[src/rtl/pl_fetch_pkg.sv]
// Shared ISA package for the fetch and decode stages.
// Holds the fetch sequencer state encoding, the reserved HALT opcode and the
// 5-bit opcode list that IF/ID decodes from instruction bits [15:11].
package pl_fetch_pkg;

  // Fetch sequencer states
  typedef enum logic [1:0] {
    ST_IDLE = 2'd0,
    ST_RUN  = 2'd1,
    ST_HALT = 2'd2
  } fetch_state_e;

  // Opcode field position and width within a 16-bit instruction word
  localparam int OPCODE_MSB = 15;
  localparam int OPCODE_LSB = 11;

  // Reserved opcode that stops fetch
  localparam logic [4:0] ISA_HALT_OPCODE = 5'b10110;

  // Opcode list shared with IF/ID
  localparam logic [4:0] OP_ADD  = 5'b00000;
  localparam logic [4:0] OP_SUB  = 5'b00001;
  localparam logic [4:0] OP_AND  = 5'b00010;
  localparam logic [4:0] OP_OR   = 5'b00011;
  localparam logic [4:0] OP_XOR  = 5'b00100;
  localparam logic [4:0] OP_LD   = 5'b01000;
  localparam logic [4:0] OP_ST   = 5'b01001;
  localparam logic [4:0] OP_BEQ  = 5'b10000;
  localparam logic [4:0] OP_JMP  = 5'b10001;
  localparam logic [4:0] OP_HALT = ISA_HALT_OPCODE;

endpackage

[src/rtl/pl_fetch_sat_counter.sv]
// sat_counter: up-counter that sticks at all-ones instead of wrapping.
// Ports:
//   clk   - clock, rising edge
//   rst   - asynchronous active-high reset, clears the count
//   inc   - add one to the count on the next edge (ignored once saturated)
//   count - current count value
module sat_counter #(
  parameter int WIDTH = 16
) (
  input  logic             clk,
  input  logic             rst,
  input  logic             inc,
  output logic [WIDTH-1:0] count
);

  logic [WIDTH-1:0] count_q;
  logic [WIDTH-1:0] count_d;

  always_comb begin
    count_d = count_q;
    if (inc && !(&count_q)) begin
      count_d = count_q + {{(WIDTH-1){1'b0}}, 1'b1};
    end
  end

  always_ff @(posedge clk or posedge rst) begin
    if (rst) begin
      count_q <= '0;
    end else begin
      count_q <= count_d;
    end
  end

  assign count = count_q;

endmodule

[src/rtl/pl_fetch.sv]
// pl_fetch: instruction-fetch sequencer (IDLE / RUN / HALT).
// Drives the instruction-memory address, flags which fetched words IF/ID
// must consume, stops on the reserved HALT opcode and follows EX-stage
// redirects (also out of HALT, for a branch still in flight).
// Ports:
//   clk, rst          - clock; asynchronous active-high reset
//   run               - start request, only looked at in IDLE
//   stall             - hold the program counter this cycle
//   branch_taken_EX   - redirect request from EX
//   branch_target_EX  - redirect address
//   instr_mem_out     - instruction word read combinationally at prog_ctr
//   prog_ctr          - instruction-memory address
//   fetch_valid       - word on instr_mem_out is consumed this cycle
//   halted            - fetch stopped on the HALT opcode
//   instr_count       - saturating count of issued instructions
module pl_fetch
  import pl_fetch_pkg::*;
#(
  parameter int         PROG_CTR_WID = 10,
  parameter logic [4:0] HALT_OPCODE  = ISA_HALT_OPCODE
) (
  input  logic                    clk,
  input  logic                    rst,
  input  logic                    run,
  input  logic                    stall,
  input  logic                    branch_taken_EX,
  input  logic [PROG_CTR_WID-1:0] branch_target_EX,
  input  logic [15:0]             instr_mem_out,
  output logic [PROG_CTR_WID-1:0] prog_ctr,
  output logic                    fetch_valid,
  output logic                    halted,
  output logic [15:0]             instr_count
);

  fetch_state_e            state_q;
  fetch_state_e            state_d;
  logic [PROG_CTR_WID-1:0] pc_q;
  logic [PROG_CTR_WID-1:0] pc_d;
  logic                    issue;
  logic                    is_halt_word;
  logic [10:0]             unused_operand_bits;

  // Only the opcode field matters to fetch; the operand bits belong to IF/ID.
  assign is_halt_word        = (instr_mem_out[OPCODE_MSB:OPCODE_LSB] == HALT_OPCODE);
  assign unused_operand_bits = instr_mem_out[10:0];

  always_comb begin
    state_d = state_q;
    pc_d    = pc_q;
    issue   = 1'b0;
    unique case (state_q)
      ST_IDLE: begin
        if (run) begin
          state_d = ST_RUN;
        end
      end
      ST_RUN: begin
        // Branch beats stall beats HALT detect beats sequential increment.
        if (branch_taken_EX) begin
          pc_d = branch_target_EX;
        end else if (stall) begin
          pc_d = pc_q;
        end else if (is_halt_word) begin
          state_d = ST_HALT;
        end else begin
          pc_d  = pc_q + {{(PROG_CTR_WID-1){1'b0}}, 1'b1};
          issue = 1'b1;
        end
      end
      ST_HALT: begin
        if (branch_taken_EX) begin
          pc_d    = branch_target_EX;
          state_d = ST_RUN;
        end
      end
      default: begin
        state_d = ST_IDLE;
      end
    endcase
  end

  always_ff @(posedge clk or posedge rst) begin
    if (rst) begin
      state_q <= ST_IDLE;
      pc_q    <= '0;
    end else begin
      state_q <= state_d;
      pc_q    <= pc_d;
    end
  end

  sat_counter #(
    .WIDTH(16)
  ) u_instr_count (
    .clk  (clk),
    .rst  (rst),
    .inc  (issue),
    .count(instr_count)
  );

  assign prog_ctr    = pc_q;
  assign halted      = (state_q == ST_HALT);
  // The only output with a combinational input path: a stall kills the fetch.
  assign fetch_valid = (state_q == ST_RUN) && !stall;

endmodule

[config.mk]
export PLATFORM = sky130hd
export DESIGN_NAME = pl_fetch
export DESIGN_NICKNAME = d
export VERILOG_FILES = /design/src/rtl/pl_fetch_pkg.sv /design/src/rtl/pl_fetch_sat_counter.sv /design/src/rtl/pl_fetch.sv
export SDC_FILE = /design/constraint.sdc
export NUM_CORES = 1
export LEC_CHECK = 0
export ABC_AREA = 1
export BUFFER_PORTS_ARGS = -buffer_cell sky130_fd_sc_hd__buf_2
export CAP_MARGIN = 20
export CORE_MARGIN = 10
export CORE_UTILIZATION = 54
export DETAILED_ROUTE_END_ITERATION = 7
export PLACE_DENSITY = 0.84
export SYNTH_ARGS = -nofsm -noshare
export SYNTH_HDL_FRONTEND = slang
export SYNTH_SLANG_ARGS = --single-unit
[constraint.sdc]
create_clock -name clk -period 5.25 [get_ports clk]
set_clock_uncertainty 0.15 [all_clocks]
set_input_delay 0.2625 -clock clk [delete_from_list [all_inputs] [get_ports clk]]
set_output_delay 0.2625 -clock clk [all_outputs]
set_load 0.005 [all_outputs]
==> out/qor.txt <==
Status: completed
Core area: 3280 sq um
Worst Setup Start Kind: flip-flop
IO Pins: 59
WL final: 4.01 mm
Via count: 1734
Pin count of the biggest net entering global routing: 29
Min-Delay Path Class: in -> reg
Post-synth EDFFs: 0
Critical path arrival: 1.93 ns
Leakage power: 0.00120 uW
Mapped Cells: 256
Fin cells: 351
NumNets Final: 340
CTS H-tree depth: 1
YS warnings: 0
Die X: 78 um
Gpl congestion: 0.842
Count of pins over their slew limit: 0
Die area: 6080 sq um
Row cnt: 21
Post-synth top flop: dfrtp_1
Total gr overflow: 0
Period utilisation layout: 35.3%
Largest family of logic cells by synthesized area: simple AND/OR/NAND/NOR gates
Die Y-Extent: 78 um
Clock sink total: 28
Min Clock Period, post-route: 1.85 ns
Worst-Skew Late Latency: 0.32 ns
First-pass GRT wire length: 6.98 mm
P&R area growth vs syn: 17.9%
Wire per inst: 11.4 um
RSZ-0062 raised after global routing: no
Setup repair bufs after CTS: 0
Worst-Margin Slew: 0.554 ns
Setup TNS: 0 ns
Antenna diodes: 0
Most common cell after layout, fill and taps aside: nand2_1
Sequential fraction of the synthesis area: 38.6%
Worst VDD drop: 0.200 mV
CP max FO: 16
Synth Area in Simple Gates: 38.6%
PwrDens: 361 nW/um^2
Yosys reg bits: 28
Hold Slack: 0.0587 ns
Vias/cell: 4.94
Critical Path RT: 5.33 ns
Adder-cell share of the synthesized area: 1.38%
Slew headroom: 63.0%
CTS tree: done
Overall Power: 774 uW
Compound-Gate Fraction of Synth Area: 4.06%
Mapped Nets: 289
Initial drt markers: 68
CTS Root Cell: clkbuf_4
Clk buf depth: 2
Cell area after synthesis: 1820 sq um
Initial antenna violation count: 0
Post-synthesis cell type count: 28
Post-synthesis mux area share: 2.20%
Number of global-route vias before repair: 1609
Post-route ant nets: 0
Worst-path clk slew: 0.15 ns
Max Clock Freq: 540 MHz
FF/Latch Area: 701 sq um
Worst setup EP type: flip-flop
Crit Path Category: reg -> reg
Setup violators final: 0
Port Buffers: 47
Xor/xnor share of the synthesized area: 7.71%
Fraction of layout cells with a size suffix above 1: 23.0%
Layout fillers: 295
Detail Placement HPWL: 3.11 mm
DR pass1 iterations: 5
Dpl cells: 345
Max_cap viols: 0
Avg Inst Size Synth: 7.10 sq um
Synth async-reset ratio: 100%
DRC errors left: 0
GRT Resource Usage Total: 13.2%
Footprint of the multi-input gates: 980 sq um
Endpoints failing hold: 0
Most frequent cells in the layout: nand2_1, buf_2, dfrtp_1
Cts bufs inserted: 3
Initial Utilization: 55.3%
[worst max-delay path, cell delays in order, from the launching register on]
cell	delay, ns
dfrtp_1	0.45
ha_1	0.25
nand3_2	0.15
nor2_4	0.06
nand3_2	0.08
nand4_2	0.36
nand2_1	0.19
nand2_1	0.06
[flip-flops by register name (all words and copies together), names as in the netlist]
| name | cells |
|---|---|
| prog_ctr | 10 |
| state_q | 2 |
| u_instr_count.count | 16 |
[through the flow]
stage / util [%] / setup slack (ns) / cell area, sq um
5_1_grt: 65.2 / 3.26 / 2140
2_1_floorplan: - / 3.55 / 1820
3_5_place_dp: 63.2 / 2.88 / 2070
6_report: 65.2 / 3.40 / 2140
4_1_cts: 63.8 / 2.85 / 2100
3_3_place_gp: 63.2 / 2.96 / 2070
[synth_stat cells (all sizes together), types with 3 or more instances]
| library cell | number | area (sq um) |
|---|---|---|
| nand2 | 102 | 390 |
| dfrtp | 28 | 701 |
| nand4 | 5 | 37.5 |
| mux2i | 4 | 40.0 |
| o21ai | 10 | 53.8 |
| or2 | 3 | 18.8 |
| nand3 | 22 | 120 |
| nor2 | 24 | 100 |
| nor3 | 4 | 20.0 |
| inv | 27 | 101 |
| xnor2 | 6 | 52.6 |
| xor2 | 10 | 87.6 |
| buf | 4 | 35.0 |
[power by group]
part / switching [uW] / internal, uW
registers: 68.1 / 274
clock network: 60.6 / 26.9
logic: 201 / 144
total: 330 / 444
[logic make-up after synthesis]
| kind of cell | count (synthesis) |
|---|---|
| mux | 4 |
| compound gates | 13 |
| xor+xnor | 16 |
| buf+inv | 31 |
| flops | 28 |
| fa+ha+maj | 2 |
| simple gates | 162 |
[per-layer routing]
metal / wire length, um / GRT usage, % / part of all wire (%)
met5: 0 / 0 / 0
met4: 40 / 4.30 / 1.0
met3: 197 / 3.11 / 4.9
met2: 1930 / 22.5 / 48
met1: 1840 / 16.1 / 46
[timing repair]
action                                 in CTS  in global routing
hold buffers                                0                  1
resized for setup                           0                  0
endpoints found under the hold margin       0                 12
[final timing paths]
kind | endpoint | slack, ns | from | cells after the start
worst max-delay path | u_instr_count.count[11]$_DFFE_PP0P_ | 3.40 | u_instr_count.count[0]$_DFFE_PP0P_ | 7
worst min-delay path | prog_ctr[2]$_DFFE_PP0P_ | 0.06 | branch_target_EX[2] | 3
worst max register to register | u_instr_count.count[11]$_DFFE_PP0P_ | 3.40 | u_instr_count.count[0]$_DFFE_PP0P_ | 7
worst min register to register | u_instr_count.count[14]$_DFFE_PP0P_ | 0.37 | u_instr_count.count[14]$_DFFE_PP0P_ | 2
max in group asynchronous | prog_ctr[8]$_DFFE_PP0P_ | 4.12 | rst | 4
min in group asynchronous | u_instr_count.count[15]$_DFFE_PP0P_ | 0.35 | rst | 3
[area by class of cell]
type | count | share of cell area, %
well taps | 46 | 2.69
inverters | 27 | 4.73
multi-input cells | 197 | 45.7
flip-flops and latches | 28 | 32.7
clock buffers | 3 | 1.05
repair buffers | 50 | 13.1
(Power assumes the default switching activity.)
